## config.mk

```make
export PLATFORM = sky130hd
export DESIGN_NAME = barrel_scheduler
export DESIGN_NICKNAME = d
export VERILOG_FILES = /design/src/rtl/barrel_scheduler.sv
export SDC_FILE = /design/constraint.sdc
export NUM_CORES = 1
export LEC_CHECK = 0
export BUFFER_PORTS_ARGS = -buffer_cell sky130_fd_sc_hd__buf_2
export CORE_MARGIN = 2
export CORE_UTILIZATION = 30
export DETAILED_ROUTE_END_ITERATION = 10
export REMOVE_ABC_BUFFERS = 1
export SETUP_SLACK_MARGIN = 0.5
export SLEW_MARGIN = 20
export SYNTH_ARGS = -nofsm -noshare
export SYNTH_HDL_FRONTEND = slang
export SYNTH_SLANG_ARGS = --single-unit
```

## constraint.sdc

```tcl
create_clock -name clk -period 8.75 [get_ports clk]
set_input_delay 0 -clock clk [delete_from_list [all_inputs] [get_ports clk]]
set_output_delay 0 -clock clk [all_outputs]
set_load 0.01 [all_outputs]
```

## src/rtl/barrel_scheduler.sv

```systemverilog
// barrel_scheduler: owns NUM_BARRELS rolling barrels, spawns and moves them once per frame, maps pixels to sprite offsets.
// Latency: pixel lookup is 1 cycle registered; a frame update takes NUM_BARRELS+1 cycles after an accepted frame_tick.
// Backpressure: none; frame_tick arriving while busy or disabled is dropped, pixel lookup never stalls.
module barrel_scheduler #(
  parameter int NUM_BARRELS  = 4,
  parameter int SPEED        = 2,
  parameter int SPAWN_PERIOD = 60,
  parameter int SPAWN_X      = 32,
  parameter int SPAWN_Y      = 40,
  parameter int X_MIN        = 16,
  parameter int X_MAX        = 608,
  parameter int FALL_DIST    = 48,
  parameter int Y_BOTTOM     = 464
) (
  input  logic                   clk,
  input  logic                   rst,
  input  logic                   frame_tick,
  input  logic                   enable,
  input  logic [9:0]             hcount,
  input  logic [9:0]             vcount,
  output logic [9:0]             spr_horz,
  output logic [9:0]             spr_vert,
  output logic                   barrel_hit,
  output logic [NUM_BARRELS-1:0] active_mask,
  output logic                   busy,
  output logic                   spawn_pulse
);

  localparam int IDX_W = (NUM_BARRELS > 1) ? $clog2(NUM_BARRELS) : 1;
  localparam logic [IDX_W-1:0] LAST_IDX   = IDX_W'(NUM_BARRELS - 1);
  localparam logic [9:0]       SPEED_V    = 10'(SPEED);
  localparam logic [9:0]       X_MIN_V    = 10'(X_MIN);
  localparam logic [9:0]       X_MAX_V    = 10'(X_MAX);
  localparam logic [9:0]       FALL_V     = 10'(FALL_DIST);
  localparam logic [9:0]       Y_BOTTOM_V = 10'(Y_BOTTOM);
  localparam logic [15:0]      SPAWN_LAST = 16'(SPAWN_PERIOD - 1);

  typedef enum logic [1:0] {SLOT_FREE, SLOT_ROLL_R, SLOT_ROLL_L, SLOT_FALL} slot_state_t;
  typedef enum logic [1:0] {SEQ_IDLE, SEQ_UPDATE, SEQ_SPAWN} seq_state_t;

  typedef struct packed {
    slot_state_t state;
    logic [9:0]  x;
    logic [9:0]  y;
    logic [9:0]  fall_cnt;
  } slot_t;

  localparam slot_t SPAWN_SLOT = '{state: SLOT_ROLL_R, x: 10'(SPAWN_X), y: 10'(SPAWN_Y), fall_cnt: 10'd0};

  slot_t            slot [NUM_BARRELS];
  seq_state_t       seq;
  logic [IDX_W-1:0] idx;
  logic [15:0]      spawn_cnt;
  slot_t            cur;
  slot_t            nxt;
  logic             free_found;
  logic [IDX_W-1:0] free_idx;
  logic [9:0]       dx [NUM_BARRELS];
  logic [9:0]       dy [NUM_BARRELS];
  logic             hit_c;
  logic [3:0]       dx_c;
  logic [3:0]       dy_c;

  assign busy = (seq != SEQ_IDLE);

  // Next state of the slot addressed by idx: one move step, then free it if it dropped off the bottom
  always_comb begin
    cur = slot[idx];
    nxt = cur;
    case (cur.state)
      SLOT_ROLL_R: begin
        if (cur.x + SPEED_V >= X_MAX_V) begin
          nxt.x        = X_MAX_V;
          nxt.state    = SLOT_FALL;
          nxt.fall_cnt = '0;
        end else begin
          nxt.x = cur.x + SPEED_V;
        end
      end
      SLOT_ROLL_L: begin
        if (cur.x <= X_MIN_V + SPEED_V) begin
          nxt.x        = X_MIN_V;
          nxt.state    = SLOT_FALL;
          nxt.fall_cnt = '0;
        end else begin
          nxt.x = cur.x - SPEED_V;
        end
      end
      SLOT_FALL: begin
        nxt.y        = cur.y + SPEED_V;
        nxt.fall_cnt = cur.fall_cnt + SPEED_V;
        if (cur.fall_cnt + SPEED_V >= FALL_V) begin
          nxt.state    = (cur.x == X_MAX_V) ? SLOT_ROLL_L : SLOT_ROLL_R;
          nxt.fall_cnt = '0;
        end
      end
      default: ;
    endcase
    if (cur.state != SLOT_FREE && nxt.y >= Y_BOTTOM_V) nxt.state = SLOT_FREE;
  end

  // Lowest-index free slot receives the next spawn
  always_comb begin
    free_found = 1'b0;
    free_idx   = '0;
    for (int i = NUM_BARRELS - 1; i >= 0; i--) begin
      if (slot[i].state == SLOT_FREE) begin
        free_found = 1'b1;
        free_idx   = IDX_W'(i);
      end
    end
  end

  // Occupancy view of all slots
  always_comb begin
    active_mask = '0;
    for (int i = 0; i < NUM_BARRELS; i++) active_mask[i] = (slot[i].state != SLOT_FREE);
  end

  // Pixel-to-barrel match; scanning high to low lets slot 0 win overlaps
  always_comb begin
    hit_c = 1'b0;
    dx_c  = '0;
    dy_c  = '0;
    for (int i = NUM_BARRELS - 1; i >= 0; i--) begin
      dx[i] = hcount - slot[i].x;
      dy[i] = vcount - slot[i].y;
      if (slot[i].state != SLOT_FREE && dx[i] < 10'd16 && dy[i] < 10'd16) begin
        hit_c = 1'b1;
        dx_c  = dx[i][3:0];
        dy_c  = dy[i][3:0];
      end
    end
  end

  // Register the lookup result for the sprite ROM address
  always_ff @(posedge clk) begin
    if (rst) begin
      barrel_hit <= 1'b0;
      spr_horz   <= '0;
      spr_vert   <= '0;
    end else begin
      barrel_hit <= hit_c;
      spr_horz   <= {6'b0, dx_c};
      spr_vert   <= {6'b0, dy_c};
    end
  end

  // Frame sequencer: walk every slot once, then one spawn decision, then back to idle
  always_ff @(posedge clk) begin
    if (rst) begin
      seq         <= SEQ_IDLE;
      idx         <= '0;
      spawn_cnt   <= '0;
      spawn_pulse <= 1'b0;
      for (int i = 0; i < NUM_BARRELS; i++) slot[i] <= '0;
    end else begin
      spawn_pulse <= 1'b0;
      case (seq)
        SEQ_IDLE: begin
          if (frame_tick && enable) begin
            seq <= SEQ_UPDATE;
            idx <= '0;
          end
        end
        SEQ_UPDATE: begin
          slot[idx] <= nxt;
          if (idx == LAST_IDX) seq <= SEQ_SPAWN;
          else                 idx <= idx + 1'b1;
        end
        SEQ_SPAWN: begin
          seq <= SEQ_IDLE;
          if (spawn_cnt == SPAWN_LAST) begin
            spawn_cnt <= '0;
            if (free_found) begin
              slot[free_idx] <= SPAWN_SLOT;
              spawn_pulse    <= 1'b1;
            end
          end else begin
            spawn_cnt <= spawn_cnt + 16'd1;
          end
        end
        default: seq <= SEQ_IDLE;
      endcase
    end
  end

endmodule

```

# Word-level counts from Yosys, hierarchy flattened
# Memories as Yosys holds them, arrays and structs flattened. A register that Yosys moved wholly into a read port is not among the register bits.
# Cells that the tools add are included.
[op_classes]
addsub = 14
n_lt_le_gt_ge = 12
eq_ne = 11
muxes = 59
reduce_logical = 26
[ops]
columns = ["op", "count"]
rows = [
  ["$lt 10x5->1 const B", 8],
  ["$sub 10x10->10", 8],
  ["$mux 32", 2],
  ["$reduce_or 32->1", 2],
  ["$mux 10", 6],
  ["$mux 2", 17],
  ["$mux 4", 8],
  ["$add 10x2->10 const B", 3],
  ["$pmux 10 s3", 1],
  ["$mux 1", 20],
  ["$pmux 10 s2", 1],
  ["$add 16x1->16 const B", 1],
  ["$eq 16x6->1 const B", 1],
  ["$mux 16", 1],
  ["$reduce_bool 2->1", 7],
  ["$eq 10x10->1 const B", 1],
  ["$ge 10x10->1 const B", 1],
  ["$ge 10x6->1 const B", 1],
  ["$ge 10x9->1 const B", 1],
  ["$le 10x5->1 const B", 1],
  ["$logic_and 1x1->1", 10],
  ["$logic_not 2->1", 5],
  ["$sub 10x2->10 const B", 1],
  ["$eq 2x2->1 const B", 4],
  ["7 further kinds", 11],
]
[word_totals]
register_bits = 42
ram_bits = 128
inputBits = 24
elab_cells = 132
memories = 1
[memory_table]
columns = ["name", "words", "word_bits", "read_ports", "rd_clocked_by_memory_dff", "wr", "line_no", "text"]
rows = [
  ["slot", 4, 32, 5, 1, 4, "50", "slot_t slot [NUM_BARRELS];"],
]

# Depth between registers and ports, before layout
# Gate-level depths: netlist of the first run.
[depth]
ltp_word = 12
depth_mapped = 17
mapped_depth_nobuf = 13

# Worst setup path before layout of the first run
# Ideal clock, no wire load.
[synth_timing]
path_type = "flip-flop to flip-flop"
start = "reg (tool-made name)"
end = "mem slot[0][30] in the netlist's numbering, data pin"
arrival_ps = 3387
t_required_ps = 8485
path_slack_ps = 5098
path_stages_with_launch = 17
path_cell_list = "dfxtp_1 -> buf_2 -> buf_2 -> clkbuf_1 -> clkbuf_1 -> mux4_2 -> ha_1 -> clkbuf_1 -> nand2_1 -> nor2b_1 -> a21oi_1 -> a22oi_1 -> a21o_1 -> a21boi_0 -> o21ai_0 -> o21ba_2 -> nor2_1"
[synth_rtl]
columns = ["item", "line_no"]
rows = [
  ["end, declared", "50"],
]

==> run_results.csv, run 1 <==
group,metric,value,unit
run_status,outcome,"complete, no violations",
final_layout,area_growth,11.4,%
synth,synth.avg_cell_area,9.37,um2
power,ir_drop,149,uV
global_routing,grt_use_total,0.167,
detailed_routing,final_antenna_net_count,0,
power,power_frac_comb,0.194,
timing,setup_tns,0,ps
setup_path,cp_slowest_cell,"nand2b_2",
run,max_cap_viol_count,0,
timing,report.final.slew_viol_count,0,
place,hpwlAfterDp,25.1,mm
power,pwr-share-seq,0.424,
global_routing,grt_pass1_wl,52.6,mm
global_routing,grt_max_degree,38,
detailed_routing,drc,0,
cts,cts_tree,"built",
detailed_routing,first_pass_iters,5,
power,powerDensity,156,nW/um2
cts,postCtsSetupBuffers,0,
worst_hold_path,min_path_type,"in2reg",
detailed_routing,routed-wl-met3,2.04,mm
place,gp_congestion,0.902,
timing,hold_viol,0,
timing,max_freq,211,MHz
final_layout,antenna_cells,0,
setup_path,crit_top_cell,"nor2_1",
synth,synth_edf_count,124,
timing,fin_crit,4730,ps
timing,fin_skew,17.6,ps
power,p_int,1.39,mW
timing,setup_viol,0,
setup_path,path_depth,8,
cts,cts_buffers,17,
synth,synth_top_area_cell,"edfxtp_1",
timing,slew_headroom,0.309,
synth,ys_warn_count,0,
setup_path,cp_top_family,"simple AND/OR/NAND/NOR gates",
place,io_buffer_count,38,
power,leakage,4.92,nW
setup_path,r2r_slack,4020,ps
cts,clk_latency,450,ps
setup_path,rr_endpoint,"slot[0][23]$_SDFFCE_PN0P_",
setup_path,cp-startpoint,"slot[1][30]$_SDFFCE_PN0P_",
detailed_routing,drt-total-wl,33.6,mm
cts,htreeDepth,4,
setup_path,reg2regPathDepth,8,
floorplan,die_h,200,um
floorplan,initial_utilization,0.305,
final_layout,drive_above_1_share,0.114,
setup_path,crit_chain,"nor2_1 -> nor2_1 -> and3_1 -> nor4_1 -> nor2b_1 -> o2bb2ai_1 -> nand2_1 -> nand2b_2",
timing,rsz0062_at_grt,"false",
cts,cts_resized,0,
place,pre_cts_ws,4190,ps
cts,cts_root_buffer,"clkbuf_16",
place,placed_area,12200,um2
setup_path,reg2reg_from,"slot[1][30]$_SDFFCE_PN0P_",
cts,holdBufCountCts,0,
global_routing,grt_pass1_vias,9285,
detailed_routing,wl_met1,15.4,mm
global_routing,overflow,0,
synth,synth_cell_types,87,
setup_path,path_buf_inv,0,
setup_path,worstPathRequired,8800,ps
synth,async_flop_share,0,
floorplan,rows,71,
setup_path,crit_path_max_fanout,31,
final_layout,final_area,12900,um2
floorplan,core-area,37800,um2
worst_hold_path,whs_path_depth,5,
detailed_routing,num_vias,9501,
synth,synthesis.instances,1234,
setup_path,end_kind,"flop",
detailed_routing,top_layer,"met4",
floorplan,die_area,40100,um2
power,p_switching,0.613,mW
synth,synth_top_area_frac,0.322,
timing,fin_ws,4020,ps
final_layout,fillers,3908,
setup_path,crit_arrival,4780,ps
final_layout,regArea,4370,um2
detailed_routing,drt-wirelength-per-cell,18.8,um
cts,cts.sinks,156,
setup_path,critical_path_class,"reg2reg",
floorplan,io-pin-count,51,
cts,clkSlewWorstSetupHoldPaths,80,ps
synth,synth-main-ff-cell,"edfxtp_1",
global_routing,grt_antenna_before_repair,0,
power,pwr-share-clk,0.382,
timing,tightest_slew,1040,ps
detailed_routing,drtIter0Drc,919,
detailed_routing,wl_met2,15.5,mm
detailed_routing,via_per_inst,5.31,
final_layout,final_nets,1380,
setup_path,worstSetupStartpointType,"flop",
floorplan,die_x,200,um
cts,cts_buffer_depth,2,
synth,ys_ff_latch,156,
final_layout,multi_input_area,6550,um2
timing,post-route-period-util,0.541,
setup_path,critPathMaxStageDelay,1060,ps
setup_path,cp-endpoint,"slot[0][23]$_SDFFCE_PN0P_",
synth,synth.most_common_cell,"nor2_1",
synth,yosys-top-cells-count,"180 x nor2_1, 124 x edfxtp_1, 122 x inv_1, 84 x ha_1, 78 x nand2_1",
synth,ys_seq_area_frac,0.378,
power,sw_frac_of_total,0.306,
synth,syn_area,11600,um2
synth,synthTopCellsByArea,"edfxtp_1 32%, ha_1 9.1%, nor2_1 5.8%",
logic make-up (layout without fill, tap and decap cells):
| logic type | count (synthesis) | count (layout) | share of synthesized area |
|---|---|---|---|
| other cells | 1 | 12 | 0.000324 |
| simple gates | 470 | 470 | 0.197 |
| xor+xnor | 57 | 57 | 0.0432 |
| buf+inv | 167 | 199 | 0.0616 |
| mux | 51 | 51 | 0.0759 |
| flops | 156 | 156 | 0.378 |
| fa+ha+maj | 92 | 92 | 0.105 |
| compound gates | 240 | 240 | 0.140 |
stage by stage:
| stage | hold slack (ps) | utilization | std cells | total power, mW |
|---|---|---|---|---|
| global placement | 401 | 0.324 | 1755 | 1.24 |
| global route | 45.3 | 0.340 | 1788 | 2.08 |
| detailed placement | 397 | 0.324 | 1755 | 1.25 |
| floorplan | 69.1 | - | 1200 | 1.12 |
| finish | 7.97 | 0.340 | 1788 | 2.00 |
| CTS | 10.2 | 0.340 | 1787 | 2.01 |
layout by cell type (no fill, tap or decap), types with 9 or more instances in the layout:
master / synthesis / final
nand2b_1: 27 / 24
nor4_1: 14 / 13
or3_1: 14 / 14
clkbuf_16: 0 / 19
nor2_1: 180 / 179
nand3_1: 35 / 35
mux2i_1: 16 / 16
o211ai_1: 9 / 9
dfxtp_1: 32 / 30
inv_1: 122 / 122
xor2_1: 26 / 26
nand4_1: 11 / 11
or2_2: 16 / 16
a211oi_1: 10 / 10
buf_2: 4 / 38
xnor2_1: 31 / 31
conb_1: 1 / 12
o21ai_0: 50 / 50
nor3_1: 27 / 27
edfxtp_1: 124 / 124
a21oi_1: 57 / 57
o21a_1: 9 / 9
nor2b_1: 25 / 24
nand2_1: 78 / 78
mux4_2: 22 / 22
ha_1: 84 / 84
cell type report:
class	instances	area share
inverter	122	0.0356
clock inverter	12	0.00913
tap	511	0.0496
sequential	156	0.339
clock buffer	20	0.0380
timing repair buffer	45	0.0204
multi-input combinational	922	0.508
registers in the layout, summed over array words and instances (netlist names), named ones only:
name         cells
barrel_hit       1
seq              2
spr_vert         4
slot           124
idx              2
spawn_pulse      1
spr_horz         4
spawn_cnt       16
worst min path at each step:
| stage | from | to | slack [ps] |
|---|---|---|---|
| 3_5_place_dp | barrel_hit$_SDFF_PP0_ | barrel_hit | 400 |
| 6_report | enable | seq[0]$_SDFFE_PP0P_ | 8 |
| 3_3_place_gp | spr_vert[1]$_SDFF_PP0_ | spr_vert[1] | 400 |
| 4_1_cts | enable | seq[0]$_SDFFE_PP0P_ | 10 |
| 5_1_grt | rst | seq[0]$_SDFFE_PP0P_ | 50 |
| 2_1_floorplan | rst | spr_horz[0]$_SDFF_PP0_ | 70 |
layer usage:
metal | GRT usage | vias up
met5 | 0 | -
met4 | 0.0439 | 0
met3 | 0.0254 | 43
met2 | 0.277 | 321
met1 | 0.227 | 4641
li1 | - | 4496
worst min-delay path: stages:
cell and delay (ps):
buf_2 90, nand2_1 70, mux2i_1 70, nand2b_1 130
nor2_1 60
power by group through the flow:
stage / logic [mW] / clock network (mW) / registers, mW
3_5_place_dp: 0.380 / 0 / 0.866
3_3_place_gp: 0.376 / 0 / 0.865
4_1_cts: 0.383 / 0.773 / 0.850
5_1_grt: 0.427 / 0.800 / 0.853
6_report: 0.388 / 0.765 / 0.851
2_1_floorplan: 0.266 / 0 / 0.857
(Power assumes the default switching activity.)
==> run 2: changes to the inputs <==
clock period = 4.1 ns   (was 8.75 ns; I/O delays follow)
==> run 2 against run 1 <==
  * Utilization rose by 1.0 points
  * Clock skew fell by 4.7 ps
  * Non-clock buffer count rose by 35
  * Largest cell class unchanged
==> run_results.csv, run 2 (synthesized netlist as in run 1, its figures left out) <==
group,metric,value,unit
final_layout,area_growth,14.7,%
global_routing,grt_use_total,0.167,
setup_path,critPathMaxStageDelay,570,ps
final_layout,final_nets,1415,
place,gp_congestion,0.875,
global_routing,grt_antenna_before_repair,1,
timing,fin_crit,3510,ps
setup_path,reg2reg_from,"slot[0][21]$_SDFFCE_PN0P_",
cts,cts_buffer_depth,2,
power,leakage,5.11,nW
cts,cts_root_buffer,"clkbuf_16",
setup_path,reg2regPathDepth,12,
setup_path,end_kind,"flop",
setup_path,cp_top_family,"compound AO/OA/AOI/OAI gates",
timing,setup_viol,0,
setup_path,r2r_slack,590,ps
timing,max_freq,285,MHz
setup_path,cp_slowest_cell,"a2111o_2",
detailed_routing,drtIter0Drc,718,
setup_path,rr_endpoint,"spr_horz[2]$_SDFF_PP0_",
floorplan,die_x,200,um
setup_path,path_depth,12,
final_layout,final_cell_mix,"177 x nor2_1, 124 x edfxtp_1, 122 x inv_1",
place,place_inst,1779,
detailed_routing,drt-wirelength-per-cell,18.6,um
run,max_cap_viol_count,0,
floorplan,initial_utilization,0.305,
floorplan,rows,71,
power,powerDensity,326,nW/um2
final_layout,drive_above_1_share,0.143,
cts,cts_buffers,17,
place,hpwlAfterDp,25.7,mm
final_layout,largest_reg_flops,124,
setup_path,crit_chain,"inv_1 -> ha_1 -> nor2b_1 -> o21ai_0 -> a21boi_0 -> o21a_1 -> or3_1 -> a211oi_1 -> nand4_1 -> a2111o_2 -> or3_1 -> a21oi_1",
cts,clkSlewWorstSetupHoldPaths,80,ps
setup_path,crit_top_cell,"or3_1",
floorplan,core-area,37800,um2
detailed_routing,first_pass_iters,8,
worst_hold_path,min_path_type,"in2reg",
setup_path,worstSetupStartpointType,"flop",
cts,htreeDepth,4,
timing,rsz0062_at_grt,"false",
final_layout,final_common_cell,"nor2_1",
setup_path,crit_arrival,3880,ps
timing,tightest_slew,773,ps
cts,clk_latency,450,ps
final_layout,fillers,3905,
global_routing,grt_max_degree,30,
run_status,outcome,"complete, no violations",
detailed_routing,final_antenna_net_count,0,
timing,fin_ws,591,ps
setup_path,cp-endpoint,"spr_horz[2]$_SDFF_PP0_",
detailed_routing,drt-total-wl,34.0,mm
final_layout,top_register,"slot",
final_layout,stdcell_count,1823,
timing,fin_skew,12.9,ps
global_routing,grt_pass1_wl,52.2,mm
final_layout,antenna_cells,0,
detailed_routing,via_per_inst,5.28,
detailed_routing,num_vias,9630,
setup_path,critical_path_class,"reg2reg",
floorplan,die_h,200,um
place,pre_cts_ws,254,ps
place,io_buffer_count,38,
timing,report.final.slew_viol_count,0,
detailed_routing,drc,0,
power,ir_drop,313,uV
global_routing,overflow,0,
timing,post-route-period-util,0.856,
timing,hold_viol,0,
cts,cts_tree,"built",
setup_path,cp-startpoint,"slot[0][21]$_SDFFCE_PN0P_",
setup_path,worstPathRequired,4470,ps
setup_path,path_buf_inv,1,
floorplan,die_area,40100,um2
cts,cts.sinks,156,
timing,slew_headroom,0.485,
final_layout,fin_util,0.350,
global_routing,grt_pass1_vias,9364,
floorplan,io-pin-count,51,
setup_path,crit_path_max_fanout,14,
final_layout,largestRegisters,"slot x124, spawn_cnt x16",
## run 2: worst min-delay path by stage
| stage | startpoint | endpoint | slack [ps] | cells past startpoint |
|---|---|---|---|---|
| after floorplan | rst | spr_horz[0]$_SDFF_PP0_ | 70 | 1 |
| after global placement | spr_vert[3]$_SDFF_PP0_ | spr_vert[3] | 400 | 1 |
| after detailed placement | barrel_hit$_SDFF_PP0_ | barrel_hit | 400 | 1 |
| after CTS | rst | seq[0]$_SDFFE_PP0P_ | 100 | 3 |
| after global routing | rst | seq[0]$_SDFFE_PP0P_ | 130 | 3 |
| final | vcount[0] | spr_vert[0]$_SDFF_PP0_ | 120 | 5 |
## run 2: per-stage QoR
stage	hold WS [ps]	power, mW	TNS, ps	instance area, um2
floorplan	69.1	2.40	-4820	11300
global placement	397	2.66	0	12500
detailed placement	396	2.67	0	12500
CTS	97.1	4.34	0	13100
global route	134	4.49	0	13300
finish	116	4.32	0	13300
## run 2: layer usage
layer,global-route usage,up-vias,share of wire
met1,0.222,4728,0.46
met5,0,-,0.00029
met4,0.0439,2,0.017
li1,-,4561,-
met2,0.280,298,0.47
met3,0.0298,41,0.054
## run 2: area by class of cell
class / instances / area, um2 / share of cell area
timing repair buffer: 80 / 581 / 0.0438
clock inverter: 15 / 183 / 0.0138
clock buffer: 17 / 425 / 0.0321
inverter: 122 / 458 / 0.0345
sequential: 156 / 4370 / 0.330
multi-input combinational: 922 / 6600 / 0.498
tap: 511 / 639 / 0.0482
## run 2: worst min-delay path: stages
cell     delay [ps]
buf_2           100
inv_1           120
ha_1            140
or2_2            90
a21oi_1          60
## run 2: power by group
group          leakage, nW  internal [mW]  switching [mW]  total (mW)
clock                0.294          0.835           0.820        1.65
combinational         3.27          0.333           0.531       0.864
sequential            1.54           1.76          0.0361        1.80
total                 5.11           2.93            1.39        4.32
## run 2: timing repair
item,CTS,global route
pin swaps,1,2
hold buffers,2,0
setup buffers,1,9
setup endpoints to repair,29,81
resized for setup,5,14
hold endpoints to repair,1,0
